### src/rtl/seg_scan_capture.sv
// seg_scan_capture
//   Reads a time-multiplexed, active-low 7-segment display bus and converts
//   the glyphs back into packed BCD digits. Each digit is accepted only after
//   its (an, seg) pattern has held for STABLE_CYCLES consecutive samples. A
//   frame is reported once every digit position has been captured once.
//
//   Optional feature macro: SEG_SYNC_EN
//     defined   - an/seg pass through a two-stage synchronizer (+2 cycles)
//     undefined - an/seg are sampled directly (bus synchronous to clk)
//
// Ports:
//   clk          system clock
//   rst_n        synchronous reset, active-low
//   an           digit enables, active-low; an[0] is the least-significant digit
//   seg          segments, active-low; seg[0]=a .. seg[6]=g
//   start        single-cycle pulse arming a frame capture
//   busy         high from the cycle after start until frame_valid or timeout
//   bcd_out      captured digits; digit i at [4i+3:4i]
//   blank_mask   bit i set when digit i was captured as blank
//   frame_valid  one-cycle pulse; bcd_out/blank_mask valid from this cycle on
//   timeout      one-cycle pulse when a frame is aborted
//   err_invalid  sticky flag for an accepted non-digit, non-blank glyph

module seg_scan_capture #(
    parameter int unsigned NUM_DIGITS     = 4,
    parameter int unsigned STABLE_CYCLES  = 16,
    parameter int unsigned TIMEOUT_CYCLES = 4096
) (
    input  logic                      clk,
    input  logic                      rst_n,
    input  logic [NUM_DIGITS-1:0]     an,
    input  logic [6:0]                seg,
    input  logic                      start,
    output logic                      busy,
    output logic [4*NUM_DIGITS-1:0]   bcd_out,
    output logic [NUM_DIGITS-1:0]     blank_mask,
    output logic                      frame_valid,
    output logic                      timeout,
    output logic                      err_invalid
);

    localparam int unsigned CW = $clog2(STABLE_CYCLES + 1);
    localparam int unsigned TW = $clog2(TIMEOUT_CYCLES + 1);
    localparam int unsigned IW = (NUM_DIGITS > 1) ? $clog2(NUM_DIGITS) : 1;

    typedef enum logic [1:0] {
        S_IDLE,
        S_ARM,
        S_COMMIT,
        S_DONE
    } state_t;

    // ------------------------------------------------------------------
    // Input capture
    // ------------------------------------------------------------------
    logic [NUM_DIGITS-1:0] an_s;
    logic [6:0]            seg_s;

`ifdef SEG_SYNC_EN
    logic [NUM_DIGITS-1:0] an_m;
    logic [6:0]            seg_m;

    // Reset values correspond to an idle bus: no anode on, all segments off.
    always_ff @(posedge clk) begin
        if (!rst_n) begin
            an_m  <= '1;
            an_s  <= '1;
            seg_m <= 7'h7F;
            seg_s <= 7'h7F;
        end else begin
            an_m  <= an;
            an_s  <= an_m;
            seg_m <= seg;
            seg_s <= seg_m;
        end
    end
`else
    assign an_s  = an;
    assign seg_s = seg;
`endif

    // ------------------------------------------------------------------
    // Sample legality: exactly one anode low
    // ------------------------------------------------------------------
    int unsigned   low_cnt;
    logic [IW-1:0] cur_idx;
    logic          one_low;

    always_comb begin
        low_cnt = 0;
        cur_idx = '0;
        for (int unsigned i = 0; i < NUM_DIGITS; i++) begin
            if (!an_s[i]) begin
                low_cnt = low_cnt + 1;
                cur_idx = IW'(i);
            end
        end
        one_low = (low_cnt == 1);
    end

    // ------------------------------------------------------------------
    // Stability tracking. prev_* hold the sample that stab_cnt describes,
    // so the FSM commits prev_seg for digit stab_idx.
    // ------------------------------------------------------------------
    logic [NUM_DIGITS-1:0] prev_an;
    logic [6:0]            prev_seg;
    logic [CW-1:0]         stab_cnt;
    logic [IW-1:0]         stab_idx;

    always_ff @(posedge clk) begin
        if (!rst_n) begin
            prev_an  <= '1;
            prev_seg <= 7'h7F;
            stab_cnt <= '0;
            stab_idx <= '0;
        end else begin
            prev_an  <= an_s;
            prev_seg <= seg_s;
            stab_idx <= cur_idx;
            if (!one_low) begin
                stab_cnt <= '0;
            end else if (an_s == prev_an && seg_s == prev_seg) begin
                if (stab_cnt != CW'(STABLE_CYCLES))
                    stab_cnt <= stab_cnt + CW'(1);
            end else begin
                stab_cnt <= CW'(1);
            end
        end
    end

    // ------------------------------------------------------------------
    // Glyph decode: returns {blank, invalid, digit}
    // ------------------------------------------------------------------
    function automatic logic [5:0] decode_glyph(input logic [6:0] g);
        case (g)
            7'h40:   return {2'b00, 4'd0};
            7'h79:   return {2'b00, 4'd1};
            7'h24:   return {2'b00, 4'd2};
            7'h30:   return {2'b00, 4'd3};
            7'h19:   return {2'b00, 4'd4};
            7'h12:   return {2'b00, 4'd5};
            7'h02:   return {2'b00, 4'd6};
            7'h78:   return {2'b00, 4'd7};
            7'h00:   return {2'b00, 4'd8};
            7'h10:   return {2'b00, 4'd9};
            7'h7F:   return {2'b10, 4'd0};
            default: return {2'b01, 4'hF};
        endcase
    endfunction

    // ------------------------------------------------------------------
    // Frame FSM
    // ------------------------------------------------------------------
    state_t                  state;
    logic [NUM_DIGITS-1:0]   captured;
    logic [TW-1:0]           tmo_cnt;
    logic [IW-1:0]           commit_idx;
    logic [6:0]              commit_glyph;
    logic [4*NUM_DIGITS-1:0] stage_bcd;
    logic [NUM_DIGITS-1:0]   stage_blank;

    logic [5:0]              commit_dec;
    logic [NUM_DIGITS-1:0]   captured_nx;
    logic [4*NUM_DIGITS-1:0] stage_bcd_nx;
    logic [NUM_DIGITS-1:0]   stage_blank_nx;
    logic                    tmo_expire;

    // Staging contents after the pending commit; lets the COMMIT cycle both
    // update staging and, on the final digit, publish the whole frame.
    always_comb begin
        commit_dec                           = decode_glyph(commit_glyph);
        captured_nx                          = captured;
        stage_bcd_nx                         = stage_bcd;
        stage_blank_nx                       = stage_blank;
        captured_nx[commit_idx]              = 1'b1;
        stage_bcd_nx[{commit_idx, 2'b00} +: 4] = commit_dec[3:0];
        stage_blank_nx[commit_idx]           = commit_dec[5];
    end

    assign tmo_expire = (tmo_cnt == TW'(1));

    always_ff @(posedge clk) begin
        if (!rst_n) begin
            state        <= S_IDLE;
            busy         <= 1'b0;
            frame_valid  <= 1'b0;
            timeout      <= 1'b0;
            err_invalid  <= 1'b0;
            bcd_out      <= '0;
            blank_mask   <= '0;
            captured     <= '0;
            tmo_cnt      <= '0;
            commit_idx   <= '0;
            commit_glyph <= 7'h7F;
            stage_bcd    <= '0;
            stage_blank  <= '0;
        end else begin
            frame_valid <= 1'b0;
            timeout     <= 1'b0;
            case (state)
                S_IDLE: begin
                    if (start) begin
                        captured    <= '0;
                        err_invalid <= 1'b0;
                        tmo_cnt     <= TW'(TIMEOUT_CYCLES);
                        stage_bcd   <= '0;
                        stage_blank <= '0;
                        busy        <= 1'b1;
                        state       <= S_ARM;
                    end
                end
                S_ARM: begin
                    tmo_cnt <= tmo_cnt - TW'(1);
                    if (tmo_expire) begin
                        timeout <= 1'b1;
                        busy    <= 1'b0;
                        state   <= S_IDLE;
                    end else if (stab_cnt == CW'(STABLE_CYCLES) && !captured[stab_idx]) begin
                        commit_idx   <= stab_idx;
                        commit_glyph <= prev_seg;
                        state        <= S_COMMIT;
                    end
                end
                S_COMMIT: begin
                    tmo_cnt     <= tmo_cnt - TW'(1);
                    captured    <= captured_nx;
                    stage_bcd   <= stage_bcd_nx;
                    stage_blank <= stage_blank_nx;
                    if (commit_dec[4])
                        err_invalid <= 1'b1;
                    // Completion is checked before expiry so it wins a tie.
                    if (&captured_nx) begin
                        bcd_out     <= stage_bcd_nx;
                        blank_mask  <= stage_blank_nx;
                        frame_valid <= 1'b1;
                        busy        <= 1'b0;
                        state       <= S_DONE;
                    end else if (tmo_expire) begin
                        timeout <= 1'b1;
                        busy    <= 1'b0;
                        state   <= S_IDLE;
                    end else begin
                        state <= S_ARM;
                    end
                end
                S_DONE: begin
                    state <= S_IDLE;
                end
                default: begin
                    state <= S_IDLE;
                end
            endcase
        end
    end

endmodule

### config.mk
export PLATFORM = sky130hd
export DESIGN_NAME = seg_scan_capture
export DESIGN_NICKNAME = d
export VERILOG_FILES = /design/src/rtl/seg_scan_capture.sv
export SDC_FILE = /design/constraint.sdc
export NUM_CORES = 1
export LEC_CHECK = 0
export BUFFER_PORTS_ARGS = -buffer_cell sky130_fd_sc_hd__buf_2
export CORE_MARGIN = 3
export CORE_UTILIZATION = 60
export DETAILED_ROUTE_END_ITERATION = 8
export PLACE_DENSITY = 0.88
export REMOVE_ABC_BUFFERS = 1
export SKIP_LAST_GASP = 1
export SLEW_MARGIN = 10
export SYNTH_ARGS = -nofsm -noshare
export SYNTH_HDL_FRONTEND = slang
export SYNTH_SLANG_ARGS = --single-unit
### constraint.sdc
create_clock -name clk -period 5.4 [get_ports clk]
set_input_delay 0.27 -clock clk [delete_from_list [all_inputs] [get_ports clk]]
set_output_delay 0.27 -clock clk [all_outputs]
set_load 0.01 [all_outputs]
* Word-level counts from Yosys, hierarchy flattened
Cells that the tools add are included.
** Word-level totals
- Output and inout bits :: 24
- Bits of input ports :: 14
- Word-level logic and storage cells :: 115
- Bits in registers :: 90
** Cells by class
- Equality and inequality tests :: 23
- Mux-type cells :: 40
- Add/sub/neg operators :: 6
- Reductions and logical operators :: 21
- $lt $le $gt $ge :: 3
- Bitwise gates (word level) :: 2
- Shift operators :: 2
** Operator list (count)
- adder 32 x 1 -> 32 bit (second input constant) :: 3
- 2-to-1 mux 32 bit :: 3
- one-hot mux 6 bit (11 select lines) :: 1
- equality test 32 x 1 -> 1 bit (second input constant) :: 1
- one-hot mux 16 bit (2 select lines) :: 1
- equality test 7 bit (second input constant) :: 4
- one-hot mux 13 bit (2 select lines) :: 1
- equality test 7 x 5 -> 1 bit (second input constant) :: 3
- bitwise mux 16 bit :: 1
- 2-to-1 mux 16 bit :: 1
- one-hot mux 4 bit (2 select lines) :: 2
- variable shift 4 x 6 -> 16 bit (first input constant) :: 1
- variable part select 4 x 6 -> 16 bit :: 1
- 2-to-1 mux 1 bit :: 15
- equality test 7 x 6 -> 1 bit (second input constant) :: 2
- equality test 13 x 1 -> 1 bit (second input constant) :: 1
- 2-to-1 mux 13 bit :: 1
- subtractor 13 x 1 -> 13 bit (second input constant) :: 1
- 2-to-1 mux 2 bit :: 6
- AND reduction 2 bit :: 6
- AND reduction 3 bit :: 3
- one-hot mux 2 bit (4 select lines) :: 1
- equality test 7 x 2 -> 1 bit (second input constant) :: 1
- equality test 7 bit :: 1
- other kinds (29) :: 36

* Logic depth before layout (Yosys ltp)
- Depth in word-level cells :: 9
- Gate-level depth with buffers :: 10
- Depth with buffers taken out :: 10

* Least setup slack after synthesis
OpenSTA, ideal clock, no wires.
- Kind :: register -> register
- From :: reg commit_idx[0]
- To :: reg state[0]
- Data required time :: 5281 ps
- Cell stages (with the launch flop) :: 9
- Library setup time :: 119 ps
- Arrival :: 1897 ps
- Clock period less this slack :: 2015 ps
- Path buffers :: 2
- Path slack :: 3385 ps
- Cell sequence :: dfxtp_1 > inv_1 > ha_1 > buf_2 > o22a_1 > and3_1 > buf_2 > a211o_1 > o221a_2
** On the way
- Cells in the longest elaborated chain, start to end :: 8
- Elaborated cells on any way between the ends :: 9
- Those cells by class :: 2 x order compare; 4 x mux; 1 x bitwise; 2 x reduce/logical
** RTL lines
- start, declared :: line 157 : logic [IW-1:0] commit_idx;
- start signal, assigned :: line 219 : commit_idx <= stab_idx;
- < comparator 2 x 3 -> 1 bit (not written as such) / >= comparator 2 x 1 -> 1 bit (equally long branches) :: line 175 : captured_nx[commit_idx] = 1'b1;
- logical AND 1 bit (not written as such) :: line 175
- 2-to-1 mux 1 bit (not written as such) :: line 175
- demux 1 bit (select 2 bit) * :: line 175
- OR 4 bit (no source line) *
- AND reduction 4 bit * :: line 232 : if (&captured_nx) begin
- 2-to-1 mux 2 bit * :: line 232
- one-hot mux 2 bit (4 select lines) * :: line 200 : case (state)
- end signal, assigned :: line 209 : state <= S_ARM;
- end signal, assigned :: line 237 : state <= S_DONE;
- end signal, assigned :: line 241 : state <= S_IDLE;
- end, declared :: line 154 : state_t state;
Mark *: on every way between the ends. The rest lies on a longest branch, timed or not.
A chain may end at the register's enable or synchronous reset.

* Final worst setup path
- From :: reg commit_idx[0]
- To :: reg bcd_out[0]
** On the way
- Cells in the longest elaborated chain, start to end :: 6
- Elaborated cells on any way between the ends :: 11
- Those cells by class :: 1 x add/sub; 2 x order compare; 2 x shift; 3 x mux; 1 x bitwise; 2 x reduce/logical
** RTL lines
- < comparator 2 x 3 -> 1 bit (not written as such) / >= comparator 2 x 1 -> 1 bit (equally long branches) :: line 175
- logical AND 1 bit (not written as such) :: line 175
- 2-to-1 mux 1 bit (not written as such) :: line 175
- demux 1 bit (select 2 bit) :: line 175
- OR 4 bit (no source line)
- AND reduction 5 bit (no source line)
- end signal, assigned :: line 233 : bcd_out <= stage_bcd_nx;
- end, declared :: line 35 : output logic [4*NUM_DIGITS-1:0] bcd_out,
Several ways; a longest one is shown, not always the timed one.

==> tab_implementation.tex <==
\begin{tabular}{lr}
\hline
Metric & Value \\
\hline
\multicolumn{2}{l}{\textbf{Floorplanning}} \\
Initial Utilization & 0.627 \\
Core footprint & 6870 um\^{}2 \\
Top-level port count & 38 \\
Chip Height & 90.7 um \\
Area of the die & 8230 um\^{}2 \\
Placement row count & 30 \\
Width of the die & 90.7 um \\
\multicolumn{2}{l}{\textbf{Clock tree}} \\
Clock H-tree levels & 3 \\
CTS buffer count & 9 \\
Clock Sinks & 90 \\
Clock input transition at the sequential cells of the worst setup and hold paths & 0.09 ns \\
Post-cts resize count & 0 \\
TritonCTS clock tree & done \\
Bufs on Longest Clock Path & 2 \\
Root buffer cell & sky130\_fd\_sc\_hd\_\_clkbuf\_8 \\
Hold buffer count at cts & 0 \\
Post-CTS repair timing setup buffer count & 0 \\
Clock latency of the later-clocked register in the worst-skew pair & 0.36 ns \\
\multicolumn{2}{l}{\textbf{Routing}} \\
Wire per inst & 16.0 um \\
Initial DRC count & 200 \\
Detailed-route via count & 3509 \\
DR vias/cell & 6.02 \\
Detailed-routing iteration count for the pre-antenna-repair pass & 5 \\
Final wirelength & 9.32 mm \\
Final ANT Viol Nets & 0 \\
Number of DRC violations after detailed routing & 0 \\
\multicolumn{2}{l}{\textbf{Place}} \\
DP Area & 4480 um\^{}2 \\
Weighted congestion reported at the end of routability-driven placement & 0.841 \\
Final HPWL DP & 6.46 mm \\
Total of buffers placed on input and output ports & 37 \\
Worst-case setup slack after placement & 2.76 ns \\
\multicolumn{2}{l}{\textbf{Synthesis}} \\
Top cells by instance count after synthesis & sky130\_fd\_sc\_hd\_\_dfxtp\_1, sky130\_fd\_sc\_hd\_\_nor2\_1, sky130\_fd\_sc\_hd\_\_nand2\_1 \\
Sequential fraction of the synthesis area & 0.418 \\
Synth area leaders & sky130\_fd\_sc\_hd\_\_dfxtp\_1, sky130\_fd\_sc\_hd\_\_ha\_1, sky130\_fd\_sc\_hd\_\_xnor2\_1, sky130\_fd\_sc\_hd\_\_mux2i\_1, sky130\_fd\_sc\_hd\_\_a32oi\_1 \\
Post-Syn Area per Cell & 9.39 um\^{}2 \\
Share of the synthesized area in the top cell type & 0.418 \\
Number of warnings reported in the yosys synthesis log & 0 \\
Cell taking the most area after synthesis & sky130\_fd\_sc\_hd\_\_dfxtp\_1 \\
Post-synthesis async set-or-reset flop share & 0 \\
Syn Std Cell Area & 4310 um\^{}2 \\
Library cell with the highest instance count after synthesis & sky130\_fd\_sc\_hd\_\_dfxtp\_1 \\
Unique cell type count in the Yosys netlist & 60 \\
Number of enable-type register cells in the synthesized netlist & 0 \\
Flops \& latches, synth & 90 \\
Post-synthesis instance total & 459 \\
Most frequently used flop master after synthesis & sky130\_fd\_sc\_hd\_\_dfxtp\_1 \\
\multicolumn{2}{l}{\textbf{GRT}} \\
Wire length of the first global-routing pass & 16.0 mm \\
Via count of the first global-routing pass & 3479 \\
Congestion Overflow GR & 0 \\
Antenna violations before repair & 0 \\
GRT Util Overall & 0.235 \\
Pin count of the biggest net entering global routing & 54 \\
\multicolumn{2}{l}{\textbf{Setup path}} \\
Standard cell with the maximum stage delay on the critical path & sky130\_fd\_sc\_hd\_\_nor3\_1 \\
Data arrival time of the worst path & 3.10 ns \\
Critical Path Fanout Max & 21 \\
Category of the worst setup path capture point & flop \\
Startpoint kind of the worst setup timing path & flop \\
Kind of critical path & flop to flop \\
CP top delay family & simple AND/OR/NAND/NOR gates \\
Max stage delay on crit path & 0.66 ns \\
Required arrival time at the worst endpoint & 5.70 ns \\
Cell-by-cell trace of the critical path & inv\_1, ha\_1, o22a\_1, nand3\_1, nor3\_1, a32oi\_1, o21ai\_1 \\
Buffers and inverters on the worst path & 1 \\
\multicolumn{2}{l}{\textbf{STA}} \\
Final setup margin & 2.60 ns \\
Pins over their slew limit & 0 \\
Clk\_skew & 0.00930 ns \\
Final period util & 0.519 \\
Slew of the pin with the lowest slew margin & 0.826 ns \\
Fin Setup TNS & 0 ns \\
Hold\_ws & 0.113 ns \\
Count of final hold-check violations & 0 \\
Setup repair after global routing missed its margin & false \\
Max Freq & 357 MHz \\
Finish-stage setup viols & 0 \\
Min Clock Period, post-route & 2.80 ns \\
Max transition margin & 0.448 \\
\multicolumn{2}{l}{\textbf{Layout}} \\
Layout area overhead & 8.66\% \\
Diode count & 0 \\
Final nets & 515 \\
Post-route cell area & 4680 um\^{}2 \\
Share of layout cells above drive strength 1 & 0.150 \\
\multicolumn{2}{l}{\textbf{Pwr}} \\
Flop pwr share & 0.522 \\
Total internal power & 1.00 mW \\
Part of the total power dissipated in the clock network & 0.322 \\
Combinational Power Share & 0.156 \\
Power spent charging and discharging nets & 0.397 mW \\
Leak Pwr & 1.79 nW \\
Power density cells & 299 nW/um\^{}2 \\
Switch share & 0.283 \\
Largest voltage drop on the vdd net & 227 uV \\
\multicolumn{2}{l}{\textbf{Run}} \\
Max-capacitance violation count & 0 \\
\multicolumn{2}{l}{\textbf{Outcome}} \\
Run status & finished clean \\
\multicolumn{2}{l}{\textbf{Hold path}} \\
Tightest Hold Check Type & primary input to flop \\
\hline
\end{tabular}
-- stage by stage --
stage / total power [mW] / util / instances
6_report: 1.40 / 0.681 / 583
2_1_floorplan: 0.907 / - / 433
5_1_grt: 1.47 / 0.681 / 583
4_1_cts: 1.41 / 0.681 / 583
3_3_place_gp: 0.951 / 0.653 / 567
3_5_place_dp: 0.963 / 0.653 / 567
-- placed cells by master, fill, tap and decap left out, drive strengths merged, types with 5 or more instances in the layout --
master   Yosys  final
nor3        17     17
ha          19     19
nand2b      12     12
nor4         5      5
clkbuf      13     12
a32oi       16     16
a211oi      10     10
inv         12     14
nand2       29     29
xnor2       22     22
or3          7      7
a21oi       25     25
nor2        37     37
nor2b        6      6
nand3       22     22
buf         13     38
o2bb2ai     16     16
mux2i       17     17
o21ai       26     26
o21a         5      5
dfxtp       90     90
-- worst reg2reg max path: stages, from the launching register on --
cell and delay [ns]:
sky130_fd_sc_hd__dfxtp_1 0.41, sky130_fd_sc_hd__inv_1 0.22, sky130_fd_sc_hd__ha_1 0.39, sky130_fd_sc_hd__o22a_1 0.24, sky130_fd_sc_hd__nand3_1 0.59, sky130_fd_sc_hd__nor3_1 0.66, sky130_fd_sc_hd__a32oi_1 0.11, sky130_fd_sc_hd__o21ai_1 0.11
-- logic make-up after synthesis --
logic type               after synthesis  share of synthesized area
buffers and inverters                 39                     0.0433
adder cells (fa/ha/maj)               19                     0.0552
XOR/XNOR                              26                     0.0529
AO/OA/AOI/OAI                        111                      0.189
AND/OR/NAND/NOR                      156                      0.197
flip-flops                            90                      0.418
multiplexers                          18                     0.0447
-- state kept, by name, indices dropped and copies added (netlist names), 2 cells and up --
register	flops
stage_blank	4
commit_glyph	7
bcd_out	16
stab_cnt	5
prev_an	4
commit_idx	2
state	2
blank_mask	4
stab_idx	2
prev_seg	7
captured	4
stage_bcd	16
tmo_cnt	13
-- layer usage --
| metal | track usage | vias to the layer above | share of wire |
|---|---|---|---|
| li1 | - | 1694 | - |
| met1 | 0.297 | 1645 | 0.43 |
| met2 | 0.385 | 140 | 0.48 |
| met3 | 0.0608 | 30 | 0.072 |
| met4 | 0.0842 | 0 | 0.020 |
| met5 | 0 | - | 0 |
-- path summary, 6_finish.rpt --
path	from	end	slack [ns]	depth (start not counted)
setup reg to reg	commit_idx[0]	bcd_out[0]	2.60	7
hold reg to reg	tmo_cnt[6]	tmo_cnt[6]	0.47	2
hold / removal	seg[1]	prev_seg[1]	0.11	2
setup / recovery	commit_idx[0]	bcd_out[0]	2.60	7
-- power groups by stage --
stage	clock [mW]	combinational (mW)	sequential, mW
final	0.451	0.219	0.730
after global routing	0.482	0.249	0.735
after CTS	0.458	0.220	0.730
after detailed placement	0	0.217	0.746
after global placement	0	0.208	0.743
after floorplan	0	0.168	0.739
-- layout make-up --
class	instances	area, um^2
Multi-Input combinational cell	330	2320
Fill cell	531	2190
Sequential cell	90	1800
Timing Repair Buffer	38	193
Clock buffer	12	165
Tap cell	96	120
Inverter	13	48.8
Clock inverter	4	32.5
No activity file was read; power rests on OpenSTA's default activity.
